<file path="config.mk">
export PLATFORM = sky130hd
export DESIGN_NAME = btn_gpio_in
export DESIGN_NICKNAME = d
export VERILOG_FILES = /design/src/rtl/btn_gpio_pkg.sv /design/src/rtl/btn_gpio_in_debounce.sv /design/src/rtl/btn_gpio_in.sv
export SDC_FILE = /design/constraint.sdc
export NUM_CORES = 1
export LEC_CHECK = 0
export ABC_CLOCK_PERIOD_IN_PS = 2050
export CORE_MARGIN = 1
export CORE_UTILIZATION = 40
export CTS_CLUSTER_DIAMETER = 30
export CTS_CLUSTER_SIZE = 12
export DETAILED_ROUTE_END_ITERATION = 6
export REMOVE_ABC_BUFFERS = 1
export SLEW_MARGIN = 25
export SYNTH_ARGS = -nofsm -noshare
export SYNTH_HDL_FRONTEND = slang
export SYNTH_SLANG_ARGS = --single-unit
</file>
<file path="constraint.sdc">
create_clock -name clk -period 2.05 [get_ports clk]
set_input_delay 0.5125 -clock clk [delete_from_list [all_inputs] [get_ports clk]]
set_output_delay 0.5125 -clock clk [all_outputs]
set_load 0.05 [all_outputs]
</file>
<file path="src/rtl/btn_gpio_pkg.sv">
// Shared constants and helpers for the push-button / switch input GPIO block.
package btn_gpio_pkg;

    // Word offsets selected by addr[3:2]
    localparam logic [1:0] REG_STATE   = 2'd0;
    localparam logic [1:0] REG_STATUS  = 2'd1;
    localparam logic [1:0] REG_RISE_EN = 2'd2;
    localparam logic [1:0] REG_FALL_EN = 2'd3;

    // Base address of this peripheral, used by the system address decoder
    localparam logic [31:0] BASE_ADDR = 32'h1000_0010;

    // Expand the four byte-lane strobes into a 32-bit bit mask
    function automatic logic [31:0] lane_mask(input logic [3:0] strobe);
        return {{8{strobe[3]}}, {8{strobe[2]}}, {8{strobe[1]}}, {8{strobe[0]}}};
    endfunction

endpackage

</file>
<file path="src/rtl/btn_gpio_in_debounce.sv">
// Per-pin input conditioning: two-flop synchroniser, debounce counter that
// accepts a new level only after DEBOUNCE_CYCLES consecutive differing
// samples, and a one-cycle rise/fall edge detector on the accepted level.
module gpio_debounce #(
    parameter int DEBOUNCE_CYCLES = 500000,
    parameter int CNT_W           = $clog2(DEBOUNCE_CYCLES)
) (
    input  logic clk,
    input  logic rst,
    input  logic pin_async,
    output logic stable,
    output logic rise,
    output logic fall
);

    localparam logic [CNT_W-1:0] CNT_LAST = CNT_W'(DEBOUNCE_CYCLES - 1);

    logic             sync1_q, sync2_q;
    logic             stable_q, stable_d_q;
    logic [CNT_W-1:0] cnt_q;

    // Two-flop synchroniser for the asynchronous pin
    always_ff @(posedge clk) begin
        if (rst) begin
            sync1_q <= 1'b0;
            sync2_q <= 1'b0;
        end else begin
            sync1_q <= pin_async;
            sync2_q <= sync1_q;
        end
    end

    // Debounce: count cycles the synchronised level differs from the accepted one
    always_ff @(posedge clk) begin
        if (rst) begin
            cnt_q    <= '0;
            stable_q <= 1'b0;
        end else if (sync2_q == stable_q) begin
            cnt_q <= '0;
        end else if (cnt_q == CNT_LAST) begin
            stable_q <= sync2_q;
            cnt_q    <= '0;
        end else begin
            cnt_q <= cnt_q + 1'b1;
        end
    end

    // Delayed copy of the accepted level for edge detection
    always_ff @(posedge clk) begin
        if (rst) stable_d_q <= 1'b0;
        else     stable_d_q <= stable_q;
    end

    assign stable = stable_q;
    assign rise   = stable_q & ~stable_d_q;
    assign fall   = ~stable_q & stable_d_q;

endmodule

</file>
<file path="src/rtl/btn_gpio_in.sv">
// Memory-mapped input GPIO: debounced pin levels, sticky W1C edge status,
// rise/fall enables, registered read port and a level interrupt.
module btn_gpio_in
    import btn_gpio_pkg::*;
#(
    parameter int N_IN            = 8,
    parameter int DEBOUNCE_CYCLES = 500000,
    parameter int CNT_W           = $clog2(DEBOUNCE_CYCLES)
) (
    input  logic            clk,
    input  logic            rst,
    input  logic [31:0]     addr,
    input  logic [31:0]     data_in,
    input  logic            rd_strobe,
    input  logic [3:0]      wr_strobe,
    output logic [31:0]     data_out,
    input  logic [N_IN-1:0] pins,
    output logic            irq
);

    logic [N_IN-1:0] stable, rise, fall;
    logic [N_IN-1:0] status_q, status_d;
    logic [N_IN-1:0] rise_en_q, rise_en_d;
    logic [N_IN-1:0] fall_en_q, fall_en_d;
    logic [31:0]     data_out_q;
    logic [31:0]     rd_val;
    logic [31:0]     wmask;
    logic [N_IN-1:0] wmask_n, wdata_n, clr;
    logic [1:0]      sel;
    logic            wr_any;
    logic            unused_bits;

    // One conditioning pipeline per pin
    for (genvar i = 0; i < N_IN; i++) begin : g_pin
        gpio_debounce #(
            .DEBOUNCE_CYCLES(DEBOUNCE_CYCLES),
            .CNT_W          (CNT_W)
        ) u_db (
            .clk      (clk),
            .rst      (rst),
            .pin_async(pins[i]),
            .stable   (stable[i]),
            .rise     (rise[i]),
            .fall     (fall[i])
        );
    end

    assign sel     = addr[3:2];
    assign wr_any  = |wr_strobe;
    assign wmask   = lane_mask(wr_strobe);
    assign wmask_n = wmask[N_IN-1:0];
    assign wdata_n = data_in[N_IN-1:0] & wmask_n;
    assign unused_bits = &{1'b0, addr[31:4], addr[1:0], data_in};

    // Next-state for the register file; a new edge overrides a same-cycle clear
    always_comb begin
        rise_en_d = rise_en_q;
        fall_en_d = fall_en_q;
        clr       = '0;
        if (wr_any) begin
            case (sel)
                REG_STATUS:  clr       = wdata_n;
                REG_RISE_EN: rise_en_d = (rise_en_q & ~wmask_n) | wdata_n;
                REG_FALL_EN: fall_en_d = (fall_en_q & ~wmask_n) | wdata_n;
                default:     ;
            endcase
        end
        status_d = (status_q & ~clr) | (rise & rise_en_q) | (fall & fall_en_q);
    end

    // Register file update
    always_ff @(posedge clk) begin
        if (rst) begin
            status_q  <= '0;
            rise_en_q <= '0;
            fall_en_q <= '0;
        end else begin
            status_q  <= status_d;
            rise_en_q <= rise_en_d;
            fall_en_q <= fall_en_d;
        end
    end

    // Read mux over the pre-write register values, zero-extended to 32 bits
    always_comb begin
        rd_val = '0;
        case (sel)
            REG_STATE:   rd_val = 32'(stable);
            REG_STATUS:  rd_val = 32'(status_q);
            REG_RISE_EN: rd_val = 32'(rise_en_q);
            REG_FALL_EN: rd_val = 32'(fall_en_q);
            default:     rd_val = '0;
        endcase
    end

    // Registered read data, held while no read is requested
    always_ff @(posedge clk) begin
        if (rst)            data_out_q <= '0;
        else if (rd_strobe) data_out_q <= rd_val;
    end

    assign data_out = data_out_q;
    assign irq      = |status_q;

endmodule

</file>
* Word level (Yosys, flattened, before mapping)
Index checks and enable logic that the tools add are counted.
** Storage, ports and cells
- RAM bits :: 0
- Logic and storage cells :: 147
- Memory bits (read-only) :: 0
- Bits in registers :: 240
- Memories :: 0
- Bits in latches :: 0
- Input bits :: 79
- Output and inout bits :: 33
** Operators by class
- Add/subtract/negate cells :: 8
- Reduce and logical (&&, ||, !) cells :: 21
- $lt $le $gt $ge :: 0
- Shifts and indexed selects :: 0
- Bitwise logic cells :: 52
- Multiplexer cells :: 3
- Equality and inequality tests :: 19
- Div/mod/pow operators :: 0
- $mul :: 0
** Operators with widths (number)
- $add 19x1->19 const B :: 8
- $eq 19x19->1 const B :: 8
- $pmux 32 s4 :: 1
- $and 8x8->8 :: 6
- $or 8x8->8 :: 4
- $not 1->1 :: 24
- $reduce_or 3->1 :: 8
- $reduce_and 2->1 :: 10
- $and 1x1->1 :: 16
- $mux 8 :: 2
- $not 8->8 :: 2
- $eq 1x1->1 :: 8
- $reduce_or 8->1 :: 1
- $eq 2x2->1 const B :: 2
- $reduce_or 4->1 :: 1
- $eq 2x1->1 const B :: 1
- $logic_not 2->1 :: 1

* Longest topological paths before layout
Gate-level depths: netlist (run 1).
- Word-level depth :: 7
- Depth in mapped cells :: 7
- Gate-level depth less buffers :: 5

* Modules after synthesis
A second synthesis (run 1) with hierarchy kept.
** Second synthesis, totals
- Cell total of the unflattened synthesis :: 1042
- Area total of the unflattened synthesis :: 9678.0 um2
** Modules (own cells, without submodules)
- gpio_debounce (g_pin[0].u_db ...) :: instances 7, seq. area each 460.4 um2, area an instance 1006.0 um2, cells an instance 110
- btn_gpio_in :: instances 1, seq. area each 640.6 um2, area an instance 1592.8 um2, cells an instance 158
- gpio_debounce (g_pin[7].u_db) :: instances 1, seq. area each 460.4 um2, area an instance 1043.5 um2, cells an instance 114

* Worst setup path before layout (run 1)
No wires, ideal clock.
- Path type :: register to register
- From :: register g_pin[3].u_db.cnt_q[0]
- To :: register g_pin[3].u_db.cnt_q[10]
- Required time :: 1.922 ns
- Period minus slack after synthesis :: 1.923 ns
- Arrival :: 1.795 ns
- Path buffers :: 2
- Slack :: 0.127 ns
- Setup time :: 0.128 ns
- Stages on the path, launching flop included :: 8
- Path through :: dfxtp_1 -> ha_1 -> and4_1 -> clkbuf_1 -> nand3_1 -> o21bai_1 -> clkbuf_1 -> nor2_1
** Between the ends
- Word-level cells in the longest chain between the ends :: 2
- Elaborated cells on any way between the ends :: 3
- Those cells by class :: add/sub (1); eq/ne (1); reduce/logical (1)
** Ends and longest elaborated chain
- start, declared :: RTL line btn_gpio_in_debounce.sv:20 : logic [CNT_W-1:0] cnt_q;
- start signal, assigned :: RTL line btn_gpio_in_debounce.sv:44 : cnt_q <= cnt_q + 1'b1;
- parallel branches: the longest is 2 deep, another holds $add 19x1->19
Parallel ways; which one is timed is not known.
A chain may end at the register's enable or synchronous reset.

* Worst setup path after layout (run 1)
- From :: register status_q[1]
- To :: output port irq
** Between the ends
- Word-level cells in the longest chain between the ends :: 1
** Ends and longest elaborated chain
- start, declared :: RTL line btn_gpio_in.sv:22 : logic [N_IN-1:0] status_q, status_d;
- start signal, assigned :: RTL line btn_gpio_in.sv:78 : status_q <= status_d;
- $reduce_or 8->1 :: RTL line btn_gpio_in.sv:103 : assign irq = |status_q;
- end, declared :: RTL line btn_gpio_in.sv:18 : output logic irq
Every way passes these cells.

==> results of run 1 <==
-- power by group through the flow --
stage | combinational (mW) | clock (mW) | sequential [mW]
floorplan | 0.178 | 0 | 4.34
global placement | 0.318 | 0 | 4.34
global route | 0.346 | 9.43 | 4.26
CTS | 0.323 | 9.19 | 4.27
finish | 0.319 | 9.02 | 4.27
detailed placement | 0.321 | 0 | 4.34
-- through the flow --
| stage | cell area (um2) | instances |
|---|---|---|
| after floorplan | 9220 | 1040 |
| after global placement | 10200 | 1422 |
| after detailed placement | 10200 | 1422 |
| after CTS | 12200 | 1518 |
| after global routing | 12200 | 1518 |
| final | 12200 | 1518 |
-- registers in the layout (all words and copies together) (netlist names), named ones only --
name,flops
g_pin.u_db.sync1_q,8
g_pin.u_db.sync2_q,8
g_pin.u_db.cnt_q,152
status_q,8
g_pin.u_db.stable,8
data_out,8
g_pin.u_db.stable_d_q,8
-- layer usage --
layer  vias to the layer above  global-route usage [%]
met5                         -                       0
met1                      3465                    20.6
met3                        35                    4.08
met2                       102                    27.0
li1                       3923                       -
met4                         0                    6.02
-- kinds of logic after synthesis --
family	after synthesis	share of synthesized area, %
XOR/XNOR	107	9.93
AO/OA/AOI/OAI	137	8.42
AND/OR/NAND/NOR	492	27.1
flip-flops	216	45.8
adder cells (fa/ha/maj)	8	1.06
buffers and inverters	96	4.84
multiplexers	16	2.76
other	1	0.0397
-- worst reg2reg max path, delay by kind of cell (launching register included) --
family / cells / cell delay (ns)
AO/OA/AOI/OAI: 1 / 0.18
adder cells (fa/ha/maj): 1 / 0.24
flip-flops: 1 / 0.39
AND/OR/NAND/NOR: 3 / 0.99
-- worst max path at each step --
stage	start	depth (start not counted)	end
5_1_grt	status_q[6]$_SDFF_PP0_	3	irq
3_5_place_dp	addr[3]	5	data_out[0]$_SDFFE_PP0P_
3_3_place_gp	addr[3]	5	data_out[2]$_SDFFE_PP0P_
6_report	status_q[1]$_SDFF_PP0_	3	irq
2_1_floorplan	g_pin[1].u_db.cnt_q[0]$_SDFF_PP0_	5	g_pin[1].u_db.cnt_q[10]$_SDFF_PP0_
4_1_cts	status_q[1]$_SDFF_PP0_	3	irq
-- synthesized netlist by cell type, types with 2 or more instances --
| master | number | area (um2) |
|---|---|---|
| a21oi_1 | 68 | 340 |
| a31o_2 | 2 | 17.5 |
| and2_1 | 2 | 12.5 |
| and3_1 | 5 | 31.3 |
| and4_1 | 16 | 140 |
| buf_2 | 4 | 20.0 |
| buf_4 | 24 | 180 |
| clkbuf_1 | 26 | 97.6 |
| dfxtp_1 | 216 | 4320 |
| ha_1 | 8 | 100 |
| inv_1 | 40 | 150 |
| mux2i_1 | 8 | 80.1 |
| mux4_2 | 8 | 180 |
| nand2_1 | 65 | 244 |
| nand2b_1 | 8 | 50.1 |
| nand3_1 | 46 | 230 |
| nand3b_1 | 2 | 15.0 |
| nand4_1 | 43 | 269 |
| nor2_1 | 163 | 612 |
| nor2b_1 | 24 | 150 |
| nor3_1 | 16 | 80.1 |
| nor4_1 | 27 | 169 |
| nor4b_1 | 11 | 96.3 |
| nor4bb_1 | 2 | 20.0 |
| o21ai_0 | 35 | 175 |
| o21bai_1 | 5 | 37.5 |
| o21bai_2 | 2 | 22.5 |
| o22a_1 | 8 | 70.1 |
| o31ai_1 | 14 | 105 |
| or2_2 | 5 | 31.3 |
| or3_1 | 28 | 175 |
| or3_2 | 3 | 22.5 |
| or4_1 | 18 | 135 |
| or4b_2 | 3 | 30.0 |
| xnor2_1 | 52 | 455 |
| xor2_1 | 55 | 482 |
-- area by class of cell --
class,count,area share [%]
Timing Repair Buffer,69,4.87
Inverter,40,1.23
Clock inverter,31,4.07
Clock buffer,65,12.1
Sequential cell,216,35.5
Multi-Input combinational cell,784,39.1
Tap cell,313,3.21
-- timing repair --
action	CTS	global route
endpoints found under the hold margin	0	0
endpoints found under the setup margin	1	2
gates resized for setup	1	5
pin swaps	1	1
==> impl_metrics.env, run 1 <==
export IMPL_synth_cell_types=47
export IMPL_num_io_pins=112
export IMPL_tns_ns=0
export IMPL_layout_commonest_cell="dfxtp_1"
export IMPL_cts_sinks=216
export IMPL_cts_hold_fix_buffers=0
export IMPL_rows=55
export IMPL_die_h_um=156
export IMPL_rrSetupSlack_ns=0.17
export IMPL_r2r_start="g_pin[7].u_db.cnt_q[0]$_SDFF_PP0_"
export IMPL_grt_pass1_vias=7085
export IMPL_critPathTopFamily="simple AND/OR/NAND/NOR gates"
export IMPL_top_layer="met4"
export IMPL_clockPowerShare_pct=66.3
export IMPL_cts_path_max_buffers=3
export IMPL_cap_violations=0
export IMPL_final_hold_viol_count=0
export IMPL_crit_type="reg2out"
export IMPL_dp_slack_ns=0.0322
export IMPL_synth_seq_cells=216
export IMPL_wl_met2_mm=8.80
export IMPL_cts_buffers=53
export IMPL_p_sw_mw=2.80
export IMPL_synth_edf_count=0
export IMPL_area_growth_pct=29.2
export IMPL_swShare_pct=20.6
export IMPL_drcViolationCount=0
export IMPL_clk_latency_ns=0.54
export IMPL_multi_input_area_mm2=0.00477
export IMPL_grt_ovfl_total=0
export IMPL_n_antenna_cell=0
export IMPL_cts_clk_slew_worst_paths_ns=0.05
export IMPL_synth_flop_cell="dfxtp_1"
export IMPL_met1_length_mm=9.19
export IMPL_port_buffers=30
export IMPL_seq_area_mm2=0.00433
export IMPL_mostFrequentLayoutCells="215 x dfxtp_1, 163 x nor2_1, 68 x a21oi_1"
export IMPL_core_area_mm2=0.0229
export IMPL_worst_ep_arrival_time_ns=1.47
export IMPL_holdPathEnd="g_pin[4].u_db.sync2_q$_SDFF_PP0_"
export IMPL_grt_pass1_wl_mm=33.0
export IMPL_post_dp_hpwl_mm=12.5
export IMPL_synth_area_per_cell_um2=8.80
export IMPL_root_buffer="clkbuf_16"
export IMPL_power_frac_seq_pct=31.4
export IMPL_cts_tree="yes"
export IMPL_syn_inst=1073
export IMPL_drive_above_1_share_pct=14.4
export IMPL_path_cells="nor4_4 > nand2_1 > buf_6"
export IMPL_critPathLaunchType="flop"
export IMPL_power_frac_comb_pct=2.3
export IMPL_ant_nets=0
export IMPL_setup_viol=0
export IMPL_power_total_mw=13.6
export IMPL_critPathMaxFanout=3
export IMPL_dr_total_vias=7525
export IMPL_final_util_pct=53.2
export IMPL_syn_area_mm2=0.00944
export IMPL_ir_drop_v=0.000643
export IMPL_timing_final_crit_share_pct=96.8
export IMPL_wirelength_mm=19.2
export IMPL_rsz0062_at_grt="false"
export IMPL_cp_slowest_cell="dfxtp_1"
export IMPL_post_cts_buffers=0
export IMPL_grt_max_degree=29
export IMPL_min_period_ns=1.98
export IMPL_yosys_warnings=0
export IMPL_fin_skew_ns=0.0144
export IMPL_grt_usage_pct=16.4
export IMPL_final_max_slew_viol_count=0
export IMPL_wl_per_cell_um=12.7
export IMPL_die_w_um=156
export IMPL_crit_buf_inv=1
export IMPL_min_path_cells=1
export IMPL_p_int_mw=10.8
export IMPL_yosysSeqAreaShare_pct=45.8
export IMPL_clock_fmax_mhz=504
export IMPL_cp_required_ns=1.54
export IMPL_final_setup_worst_slack_ns=0.0657
export IMPL_holdWs_ns=0.428
export IMPL_antenna_found_initial=0
export IMPL_start_util_pct=41.2
export IMPL_cpPeakStageDelay_ns=0.35
export IMPL_async_flop_share_pct=0
export IMPL_holdCritStartpoint="g_pin[4].u_db.sync1_q$_SDFF_PP0_"
export IMPL_drt_vias_per_instance=4.96
export IMPL_nNetsFinal=1251
export IMPL_status="finished clean"
export IMPL_drt_pass1_iterations=4
export IMPL_wl_met3_um=818
export IMPL_hold_class="reg2reg"
export IMPL_worst_setup_path_end_kind="primary output"
export IMPL_r2r_cells=5
export IMPL_p_per_area_mw_per_mm2=1120
export IMPL_nFillCells=2077
export IMPL_worst_pin_slew_ns=0.646
export IMPL_die_area_mm2=0.0242
export IMPL_relSlewSlack_pct=56.3
export IMPL_htree_levels=2
export IMPL_r2r_end="g_pin[7].u_db.cnt_q[16]$_SDFF_PP0_"
export IMPL_drt_iter0_markers=312
export IMPL_leakage_nw=4.15
export IMPL_gp_congestion=0.785
Note: power is estimated with default switching activity, not from simulation.
==> run 2, diff against run 1 <==
- SETUP_SLACK_MARGIN: unset -> 0.15
==> run 2 against run 1 <==
  * Largest power group unchanged
  * Critical endpoint unchanged
  * Core utilization increased by 0.28 points
  * Register-to-register slack better by 0.04 ns
  * Sequential share of layout area shrank 0.12 points
==> impl_metrics.env, run 2 (synthesis gave the netlist of run 1 again) <==
export IMPL_die_w_um=156
export IMPL_cts_sinks=216
export IMPL_gp_congestion=0.785
export IMPL_hold_class="reg2reg"
export IMPL_placed_area_mm2=0.0102
export IMPL_worst_setup_path_end_kind="primary output"
export IMPL_clockPowerShare_pct=66.3
export IMPL_grt_ovfl_total=0
export IMPL_status="finished clean"
export IMPL_grt_pass1_wl_mm=33.0
export IMPL_timing_final_crit_share_pct=97.3
export IMPL_power_total_mw=13.6
export IMPL_num_io_pins=112
export IMPL_drt_iter0_markers=337
export IMPL_ant_nets=0
export IMPL_clk_latency_ns=0.55
export IMPL_worst_pin_slew_ns=0.646
export IMPL_drt_pass1_iterations=4
export IMPL_antenna_found_initial=0
export IMPL_power_frac_comb_pct=2.3
export IMPL_critPathLaunchType="flop"
export IMPL_power_frac_seq_pct=31.4
export IMPL_placed_cells=1422
export IMPL_grt_max_degree=29
export IMPL_worst_ep_arrival_time_ns=1.48
export IMPL_cts_path_max_buffers=3
export IMPL_nNetsFinal=1253
export IMPL_grt_util_met1_pct=20.6
export IMPL_instances_no_fill=1520
export IMPL_drcViolationCount=0
export IMPL_busiest_layer="met2"
export IMPL_grt_use_met3_pct=4.11
export IMPL_crit_type="reg2out"
export IMPL_max_flop_register="g_pin.u_db.cnt_q"
export IMPL_clock_fmax_mhz=501
export IMPL_wirelength_mm=19.3
export IMPL_drt_vias_per_instance=4.98
export IMPL_area_growth_pct=29.9
export IMPL_holdWs_ns=0.430
export IMPL_critPathMaxFanout=2
export IMPL_htree_levels=2
export IMPL_mostFrequentLayoutCells="209 x dfxtp_1, 163 x nor2_1, 68 x a21oi_1"
export IMPL_n_antenna_cell=0
export IMPL_swShare_pct=20.6
export IMPL_relSlewSlack_pct=56.3
export IMPL_cap_violations=0
export IMPL_post_dp_hpwl_mm=12.5
export IMPL_grt_use_met2_pct=27.1
export IMPL_cts_clk_slew_worst_paths_ns=0.05
export IMPL_p_per_area_mw_per_mm2=1110
export IMPL_design_area_mm2=0.0123
export IMPL_min_period_ns=1.99
export IMPL_port_buffers=30
export IMPL_rows=55
export IMPL_final_util_pct=53.5
export IMPL_largest_reg_flops=152
export IMPL_cp_required_ns=1.54
export IMPL_cts_hold_fix_buffers=0
export IMPL_start_util_pct=41.2
export IMPL_final_hold_viol_count=0
export IMPL_rsz0062_at_grt="true"
export IMPL_setup_viol=0
export IMPL_cts_tree="yes"
export IMPL_leakage_nw=4.17
export IMPL_grt_usage_pct=16.4
export IMPL_wl_per_cell_um=12.7
export IMPL_drive_above_1_share_pct=16.0
export IMPL_die_area_mm2=0.0242
export IMPL_die_h_um=156
export IMPL_core_area_mm2=0.0229
export IMPL_p_int_mw=10.8
export IMPL_fin_skew_ns=0.0151
export IMPL_dr_total_vias=7565
export IMPL_grt_pass1_vias=7082
export IMPL_p_sw_mw=2.80
export IMPL_cts_buffers=53
export IMPL_root_buffer="clkbuf_16"
export IMPL_final_max_slew_viol_count=0
export IMPL_layout_commonest_cell="dfxtp_1"
export IMPL_ir_drop_v=0.000643
-- run 2: cell count changes in the layout (fill, tap and decap cells not counted), moves of 2 or more --
cell     change
or4_1        -2
and4_2       +3
dfxtp_1      -6
ha_1         -3
or3_1        -4
dfxtp_2      +6
or3_4        +4
or4_4        +2
ha_2         +3
and4_1       -3
-- run 2: final timing paths --
kind                                     start                                 end  slack [ns]  cells past startpoint
max                     status_q[7]$_SDFF_PP0_                                 irq        0.06                      3
min           g_pin[4].u_db.sync1_q$_SDFF_PP0_    g_pin[4].u_db.sync2_q$_SDFF_PP0_        0.43                      1
min reg2reg   g_pin[4].u_db.sync1_q$_SDFF_PP0_    g_pin[4].u_db.sync2_q$_SDFF_PP0_        0.43                      1
max reg2reg  g_pin[7].u_db.cnt_q[0]$_SDFF_PP0_  g_pin[7].u_db.cnt_q[16]$_SDFF_PP0_        0.21                      5
-- run 2: power by group through the flow --
stage	combinational, mW	sequential (mW)	clock (mW)
detailed placement	0.321	4.34	0
global route	0.346	4.26	9.43
CTS	0.323	4.27	9.19
floorplan	0.178	4.34	0
finish	0.320	4.27	9.02
global placement	0.318	4.34	0
-- run 2: area by class of cell --
type | count | area [um2]
fillers | 2078 | 10700
multi-input cells | 784 | 4810
flip-flops and latches | 216 | 4330
clock buffers | 65 | 1470
repair buffers | 71 | 613
clock inverters | 31 | 497
well taps | 313 | 392
inverters | 40 | 150
-- run 2: worst max-delay path: stages (launching register included) --
cell     delay [ns]
dfxtp_2        0.33
nor4_4         0.30
nand2_1        0.13
buf_6          0.18
-- run 2: per-layer routing --
layer	vias up	part of all wire (%)
met3	35	4.2
met2	112	46
met5	-	0
met4	0	2.1
met1	3492	48
li1	3926	-
-- run 2: stage by stage --
stage	setup TNS, ns	setup slack, ns
finish	0	0.0556
global route	-0.0110	-0.0110
CTS	0	0.0608
detailed placement	0	0.0322
global placement	0	0.0593
floorplan	0	0.158
-- run 2: repair_timing --
action / CTS / global route
setup buffers: 1 / 1
resized for setup: 6 / 19
endpoints found under the setup margin: 4 / 41
pin swaps: 2 / 2
